File: src/rtl/rd_ptr_fwft.sv
// rd_ptr_fwft: FIFO read-pointer controller with FWFT 2-entry output buffer.
// Optional: define RDPTR_LEVEL_EN to add the registered o_rlevel port.
module rd_ptr_fwft #(
    parameter int ALEN   = 8,
    parameter int INCR   = 1,
    parameter int DLEN   = 32,
    parameter int AEMPTY = 2
) (
    input  logic            clk,
    input  logic            rstn,
    input  logic [ALEN:0]   i_wptr,
    input  logic            i_flush,
    output logic [ALEN-1:0] o_raddr,
    output logic [ALEN:0]   o_rptr,
    output logic            o_ram_ren,
    input  logic [DLEN-1:0] i_ram_rdata,
    output logic [DLEN-1:0] o_rdata,
    output logic            o_rvalid,
    input  logic            i_rready,
    output logic            o_rempty,
    output logic            o_raempty
`ifdef RDPTR_LEVEL_EN
    ,
    output logic [ALEN+1:0] o_rlevel
`endif
);

    localparam int SH = $clog2(INCR);

    typedef enum logic [1:0] {
        B0 = 2'd0,
        B1 = 2'd1,
        B2 = 2'd2
    } state_t;

    state_t            state_q, state_d;
    logic [1:0]        cnt_q, cnt_d;
    logic [ALEN:0]     rptr_q, rptr_d;
    logic              inflight_q;
    logic [DLEN-1:0]   out_q, out_d;
    logic [DLEN-1:0]   skid_q, skid_d;
    logic              raempty_q, raempty_d;
    logic              pop;
    logic              ren;
    logic              arrive;
    logic [2:0]        fill;
    logic [ALEN:0]     diff_d;
    logic [ALEN:0]     lvl_d;
    logic [ALEN+1:0]   total_d;

    // State encoding doubles as the word count
    assign cnt_q = state_q;
    assign cnt_d = state_d;

    assign o_rempty = (rptr_q == i_wptr);
    assign pop      = o_rvalid & i_rready;

    // Words held after this edge, before any new issue
    assign fill = {1'b0, cnt_q} + {2'b0, inflight_q} - {2'b0, pop};

    assign ren       = !o_rempty & !i_flush & (fill < 3'd2);
    assign arrive    = inflight_q & !i_flush;
    assign o_ram_ren = ren;

    assign o_raddr   = rptr_q[ALEN-1:0];
    assign o_rptr    = rptr_q;
    assign o_rdata   = out_q;
    assign o_raempty = raempty_q;

    // Buffer FSM state register
    always_ff @(posedge clk or negedge rstn) begin
        if (!rstn) begin
            state_q <= B0;
        end else begin
            state_q <= state_d;
        end
    end

    // Buffer FSM next state: count follows cnt + inflight - pop
    always_comb begin
        state_d = state_q;
        if (i_flush) begin
            state_d = B0;
        end else if (fill == 3'd0) begin
            state_d = B0;
        end else if (fill == 3'd1) begin
            state_d = B1;
        end else begin
            state_d = B2;
        end
    end

    // Buffer FSM outputs
    always_comb begin
        o_rvalid = (state_q != B0);
    end

    // Steer returning RAM words into the out reg or the skid reg
    always_comb begin
        out_d  = out_q;
        skid_d = skid_q;
        if (!i_flush) begin
            unique case (state_q)
                B0: begin
                    if (arrive) out_d = i_ram_rdata;
                end
                B1: begin
                    if (arrive && pop) begin
                        out_d = i_ram_rdata;
                    end else if (arrive) begin
                        skid_d = i_ram_rdata;
                    end
                end
                default: begin
                    if (pop) begin
                        out_d = skid_q;
                        if (arrive) skid_d = i_ram_rdata;
                    end
                end
            endcase
        end
    end

    // Next read pointer and post-edge entry total
    always_comb begin
        rptr_d = rptr_q;
        if (i_flush) begin
            rptr_d = i_wptr;
        end else if (ren) begin
            rptr_d = rptr_q + (ALEN+1)'(INCR);
        end
        diff_d    = i_wptr - rptr_d;
        lvl_d     = diff_d >> SH;
        total_d   = (ALEN+2)'(lvl_d) + (ALEN+2)'(ren) + (ALEN+2)'(cnt_d);
        raempty_d = (total_d <= (ALEN+2)'(AEMPTY));
    end

    // Pointer, inflight flag and almost-empty flag registers
    always_ff @(posedge clk or negedge rstn) begin
        if (!rstn) begin
            rptr_q     <= '0;
            inflight_q <= 1'b0;
            raempty_q  <= 1'b1;
        end else begin
            rptr_q     <= rptr_d;
            inflight_q <= ren;
            raempty_q  <= raempty_d;
        end
    end

    // Output and skid data registers
    always_ff @(posedge clk or negedge rstn) begin
        if (!rstn) begin
            out_q  <= '0;
            skid_q <= '0;
        end else begin
            out_q  <= out_d;
            skid_q <= skid_d;
        end
    end

`ifdef RDPTR_LEVEL_EN
    logic [ALEN+1:0] level_q;

    assign o_rlevel = level_q;

    // Registered total entry count; flush drives total_d to zero
    always_ff @(posedge clk or negedge rstn) begin
        if (!rstn) begin
            level_q <= '0;
        end else begin
            level_q <= total_d;
        end
    end
`endif

endmodule
File: config.mk
export PLATFORM = sky130hd
export DESIGN_NAME = rd_ptr_fwft
export DESIGN_NICKNAME = d
export VERILOG_FILES = /design/src/rtl/rd_ptr_fwft.sv
export SDC_FILE = /design/constraint.sdc
export NUM_CORES = 1
export LEC_CHECK = 0
export CORE_MARGIN = 1.5
export CORE_UTILIZATION = 51
export CTS_BUF_LIST = sky130_fd_sc_hd__clkbuf_4 sky130_fd_sc_hd__clkbuf_8
export DETAILED_ROUTE_END_ITERATION = 7
export PLACE_DENSITY = 0.84
export SETUP_SLACK_MARGIN = 0.15
export SLEW_MARGIN = 20
export SYNTH_ARGS = -nofsm -noshare
export SYNTH_HDL_FRONTEND = slang
export SYNTH_SLANG_ARGS = --single-unit
File: constraint.sdc
create_clock -name clk -period 5.75 [get_ports clk]
set_clock_uncertainty 0.05 [all_clocks]
set_input_delay 0.575 -clock clk [delete_from_list [all_inputs] [get_ports clk]]
set_output_delay 0.575 -clock clk [all_outputs]
set_load 0.01 [all_outputs]
# Word-level counts from Yosys, hierarchy flattened

Cells that the tools add are included.

Reductions and logical operators: 10
Multiplexer cells: 13
Equal/unequal tests: 6
Add/subtract/negate cells: 6
Order comparisons: 2
Bitwise operators: 6

Operator list:

| cell                | count |
|---|---|
| $mux 32             | 6 |
| $pmux 32 s2         | 2 |
| $mux 9              | 2 |
| $add 10x2->10       | 1 |
| $add 9x1->10        | 1 |
| $le 10x2->1 const B | 1 |
| $add 9x1->9 const B | 1 |
| $eq 9x9->1          | 1 |
| $sub 9x9->9         | 1 |
| $reduce_and 4->1    | 2 |
| $mux 2              | 3 |
| $ne 2x2->1 const B  | 3 |
| $and 1x1->1         | 4 |
| $reduce_bool 2->1   | 2 |
| $add 2x1->3         | 1 |
| $eq 3x1->1 const B  | 1 |
| $logic_not 3->1     | 1 |
| $lt 3x2->1 const B  | 1 |
| $reduce_bool 3->1   | 1 |
| $sub 3x1->3         | 1 |
| $eq 2x1->1 const B  | 1 |
| $logic_not 1->1     | 2 |
| $logic_not 2->1     | 1 |
| $not 1->1           | 2 |
| $logic_and 1x1->1   | 1 |

Register bits after elaboration: 77
Word-level logic and storage cells: 49
Output and inout bits: 53

# Longest topological paths before layout

Depth in word-level cells: 11
Mapped depth: 23
Mapped depth without buffers: 21

# Worst setup path before layout

No wires, ideal clock.

Path type: register to register
From: register state_q[1] (netlist: cnt_q[1])
To: register raempty_q (netlist: o_raempty)
Period minus slack after synthesis: 5.024 ns
Data required time: 5.619 ns
Arrival time: 4.893 ns
Cell stages (with the launch flop): 22
Slack: 0.726 ns
Buffers on the path: 2
Library setup time: 0.081 ns
Cell sequence: dfrtp_1 > buf_6 > or2_2 > nand2_1 > xnor2_1 > ha_1 > inv_1 > fa_1 > xnor2_2 > nand3b_1 > a31oi_1 > buf_2 > nor3b_1 > a221oi_1 > inv_1 > fa_1 > fa_1 > a2111oi_0 > a21oi_1 > a2111oi_0 > o2111ai_1 > a211oi_2

Cells in the longest elaborated chain, start to end: 11

Ends and longest elaborated chain:

| item                   | RTL line | RTL |
|---|---|---|
| from (decl)            | 36       | `state_t state_q, state_d;` |
| from (signal assigned) | 75       | `state_q <= state_d;` |
| $reduce_bool 2->1      | 95       | `o_rvalid = (state_q != B0);` |
| named net o_rvalid     | 18       | `output logic o_rvalid,` |
| $and 1x1->1            | 56       | `assign pop = o_rvalid & i_rready;` |
| $sub 3x1->3            | 59       | `assign fill = {1'b0, cnt_q} + {2'b0, inflight_q} - {2'b0, pop};` |
| $lt 3x2->1             | 61       | `assign ren = !o_rempty & !i_flush & (fill < 3'd2);` |
| $and 1x1->1            | 61       |  |
| named net o_ram_ren    | 15       | `output logic o_ram_ren,` |
| $mux 9                 | 129      | `end else if (ren) begin` |
| $mux 9                 | 127      | `if (i_flush) begin` |
| named net rptr_d[1]    | 38       | `logic [ALEN:0] rptr_q, rptr_d;` |
| $sub 9x9->9            | 132      | `diff_d = i_wptr - rptr_d;` |
| $add 9x1->10           | 134      | `total_d = (ALEN+2)'(lvl_d) + (ALEN+2)'(ren) + (ALEN+2)'(cnt_d);` |
| $add 10x2->10          | 134      |  |
| $le 10x2->1            | 135      | `raempty_d = (total_d <= (ALEN+2)'(AEMPTY));` |
| named net raempty_d    | 42       | `logic raempty_q, raempty_d;` |
| to (signal assigned)   | 147      | `raempty_q <= raempty_d;` |
| to (decl)              | 42       |  |

The timed path passes the listed nets, and every way through them passes these cells.
A chain may end at the register's enable or synchronous reset.

# Worst setup path in the final report

From: input port i_rready
To: register raempty_q (netlist: o_raempty)

Cells in the longest elaborated chain, start to end: 10

Ends and longest elaborated chain:

| item                | RTL line | RTL |
|---|---|---|
| from (decl)         | 19       | `input logic i_rready,` |
| $and 1x1->1         | 56       |  |
| $sub 3x1->3         | 59       |  |
| $lt 3x2->1          | 61       |  |
| $and 1x1->1         | 61       |  |
| $mux 9              | 129      |  |
| $mux 9              | 127      |  |
| named net rptr_d[0] | 38       |  |
| $sub 9x9->9         | 132      |  |
| $add 9x1->10        | 134      |  |
| $add 10x2->10       | 134      |  |
| $le 10x2->1         | 135      |  |
| named net raempty_d | 42       |  |

The timed path passes the listed nets, and every way through them passes these cells.

==> flow_summary.ini <==
[clock_tree]
cts-root-buf = sky130_fd_sc_hd__clkbuf_8
numClockSinks = 77
hold_buffers = 0
ctsHtreeMaxLevel = 3
cts.clk_slew.worst_paths_ps = 90
clk_latency_ps = 340
cts_max_path_buffers = 2
cts_made_buffers = 9
cts_tree = done

[logic_synthesis]
fraction_of_the_mapped_netlist_area_in_adder_cells_pct = 5.38
async_flop_share_pct = 100
ys_seq_elements = 77
synthCells = 367
synth_compound_gate_area_share_pct = 10.9
yosys.area_share.xor_xnor_pct = 4.88
synth_top_family_by_area = multiplexers
seq_area_frac_synth_pct = 47.6
ys_warn_count = 0
post_synth_and_or_nand_nor_area_fraction_pct = 9.42
syn-num-nets = 427
avgSynthCellArea_um2 = 11.0
synth.distinct_cells = 46
synth_area_mm2 = 0.00405
synth_mux_area_share_pct = 17.1
prevailing_post_synth_register_cell = sky130_fd_sc_hd__dfrtp_1
synth_edf_count = 0

[place]
port-buffer-count = 97
post-place-ws_ps = 215
place.detailed.hpwl_um = 6350
finalWeightedCongestion = 0.921

[worst_setup_path]
crit_path_top_delay_cell = sky130_fd_sc_hd__clkdlybuf4s50_1
cp-startpoint = i_rready
cp_data_arrival_time_ps = 5430
timing.reg2reg.setup_slack_ps = 550
cp-start-kind = primary input
worst_r2r_path_depth = 19
setup.worst_path.end_class = register
crit_top_cell = sky130_fd_sc_hd__fa_1
critPathMaxStageDelay_ps = 520
path_class = in -> reg
biggest_fanout_along_the_worst_timing_path = 4
worstPathCellList = clkdlybuf4s50_1 > nand2_1 > xnor2_1 > ha_1 > inv_1 > fa_1 > xnor2_2 > nand3b_1 > a31oi_2 > xnor2_1 > o21ai_0 > ha_1 > fa_1 > fa_1 > a2111oi_1 > a21oi_1 > a2111oi_1 > o2111ai_1 > a211oi_2
rr_startpoint = cnt_q[1]
cp.required_ps = 5970
crit_end = o_raempty
crit-reg2reg-capture = o_raempty

[route]
detail_route.iter0.violations = 101
post-route-drc-count = 0
wl_per_cell_um = 16.3
finalWirelength_um = 9150
vias = 3057
drt-vias-per-instance = 5.44
detail-route-antenna-nets = 0
detail_route.first_pass.iterations = 4

[global_routing]
first_global_vias = 3115
grt_antenna_before_repair = 0
grt_start_max_net_pins = 78
first_pass_grt_wire_length_um = 14700
grt_use_met3_pct = 4.73
grt_remaining_overflow = 0
most_heavily_used_metal_layer_in_global_routing = met2
grt.total_usage_pct = 22.2
grt.met2_usage_pct = 37.0
grt_use_met1_pct = 28.4

[timing]
fmaxAchievable_mhz = 192
final_max_slew_viol_count = 0
final.setup.worst_slack_ps = 537
setup_violations = 0
rsz_0062_raised_after_global_routing = no
worst_slew_margin_rel_pct = 36.8
timing.final.crit_period_ps = 5210
min_period_over_period_pct = 90.7
setup_total_negative_slack_ps = 0
timing_hold_violations_final = 0
worst-slew-pin-transition_ps = 947

[pwr]
cellPowerDensity_mw_per_mm2 = 497
part_of_the_total_power_dissipated_in_the_clock_network_pct = 16.6
power.switching_fraction_pct = 36.4
internal_power_mw = 1.67
seq_power_share_pct = 35.9
switching_power_uw = 955
pwr-share-comb_pct = 47.4
max-vdd-ir-drop_v = 0.000186
total_leakage_power_nw = 2.29

[flow_run]
max_cap_viol_count = 0

[status]
outcome = finished, final reports clean

[die]
die_h_um = 92.1
boundaryPins = 98
floorplan.initialDensity_pct = 52.7
floorplan.rows = 32
fp.dieArea_mm2 = 0.00849
core-area_mm2 = 0.00769
die_w_um = 92.1

[final_layout]
layout_area_growth_over_synthesis_pct = 30.5
final_layout_size_suffix_gt1_share_pct = 14.8
area_used_by_multi_input_combinational_logic_mm2 = 0.00196
finalNetCount = 515
n_antenna_cell = 0
layout.area.seq_mm2 = 0.00193
fillCellCount = 607

[min_path]
hold_class = in -> async
[synthesized netlist by cell type, drive strengths merged, types with 4 or more instances]
library cell	instances	area (um^2)
clkbuf	9	33.8
nor3b	5	42.5
dfrtp	76	1900
nand4	4	25.0
nor2	42	158
and3	4	27.5
fa	4	80.1
mux2	32	360
nand2	9	33.8
o21ai	11	55.1
o21a	6	45.0
mux2i	33	330
ha	11	138
xor2	16	140
inv	14	52.6
a21oi	41	205
buf	16	106
[power by group through the flow]
| stage | clock network, mW | registers [mW] | logic (mW) |
|---|---|---|---|
| after detailed placement | 0 | 0.955 | 1.22 |
| after global placement | 0 | 0.936 | 1.18 |
| after CTS | 0.446 | 0.944 | 1.23 |
| final | 0.437 | 0.944 | 1.25 |
| after floorplan | 0 | 0.984 | 0.693 |
| after global routing | 0.469 | 0.976 | 1.36 |
[metrics by stage]
stage          power [mW]  cells  hold slack (ps)  instance area, um^2  utilization [%]
3_5_place_dp         2.18    546              445                 5060             65.8
2_1_floorplan        1.68    367              229                 4050                -
5_1_grt              2.80    562              393                 5290             68.8
3_3_place_gp         2.11    546              438                 5060             65.8
6_report             2.63    562              319                 5290             68.8
4_1_cts              2.62    562              344                 5270             68.6
[state kept, by name, summed over array words and instances (netlist names)]
name	flops
cnt_q	2
skid_q	32
o_raempty	1
o_rdata	32
inflight_q	1
o_rptr	9
[per-layer routing]
layer  up-vias  routed length [um]
met5         -                   0
met4         0                 163
met3        15                 460
met2       107                4420
met1      1486                4110
li1       1449                   -
[critical path: cells and delay by family]
family,cells,cell delay [ps]
adder cells (fa/ha/maj),5,1720
AO/OA/AOI/OAI,7,1870
AND/OR/NAND/NOR,2,260
XOR/XNOR,3,430
buffers and inverters,2,560
[worst min-delay path by stage]
stage               cells after the start          end  slack, ps
floorplan                               0     cnt_q[0]        230
global placement                        1   skid_q[10]        440
detailed placement                      1   skid_q[22]        450
CTS                                     1  o_rdata[26]        340
global route                            1   skid_q[26]        390
finish                                  1  o_rdata[13]        320
[repair_timing]
item / 4_1_cts / 5_1_grt
setup endpoints to repair: 0 / 1
gates resized for setup: 0 / 4
setup buffers: 0 / 0
hold endpoints to repair: 0 / 0
[kinds of logic (layout without fill, tap and decap cells)]
| family | Yosys count | count (layout) |
|---|---|---|
| buffers and inverters | 39 | 132 |
| muxes | 65 | 65 |
| xor gates and xnor gates | 20 | 20 |
| and+or+nand+nor | 78 | 78 |
| adders and majority gates | 15 | 15 |
| AOI/OAI and AO/OA | 73 | 73 |
| DFF | 77 | 77 |
[area by class of cell]
class	count	area share, %
multi-input combinational	251	37.0
inverter	14	0.994
clock buffer	10	2.60
timing repair buffer	102	19.0
sequential	77	36.5
clock inverter	6	1.42
tap	102	2.41
[placed cells by master (no fill, tap or decap), types with 6 or more instances in the layout]
cell | synthesis | routed
sky130_fd_sc_hd__nand2_1 | 9 | 9
sky130_fd_sc_hd__dfrtp_1 | 76 | 75
sky130_fd_sc_hd__o21ai_0 | 11 | 11
sky130_fd_sc_hd__o21a_1 | 6 | 6
sky130_fd_sc_hd__mux2i_1 | 33 | 33
sky130_fd_sc_hd__xor2_1 | 16 | 16
sky130_fd_sc_hd__a21oi_1 | 41 | 41
sky130_fd_sc_hd__nor2_1 | 42 | 42
sky130_fd_sc_hd__inv_1 | 14 | 14
sky130_fd_sc_hd__mux2_2 | 32 | 32
sky130_fd_sc_hd__clkdlybuf4s50_1 | 0 | 96
sky130_fd_sc_hd__buf_4 | 8 | 6
sky130_fd_sc_hd__clkbuf_8 | 0 | 10
sky130_fd_sc_hd__ha_1 | 11 | 11
No activity file was read; power rests on OpenSTA's default activity.
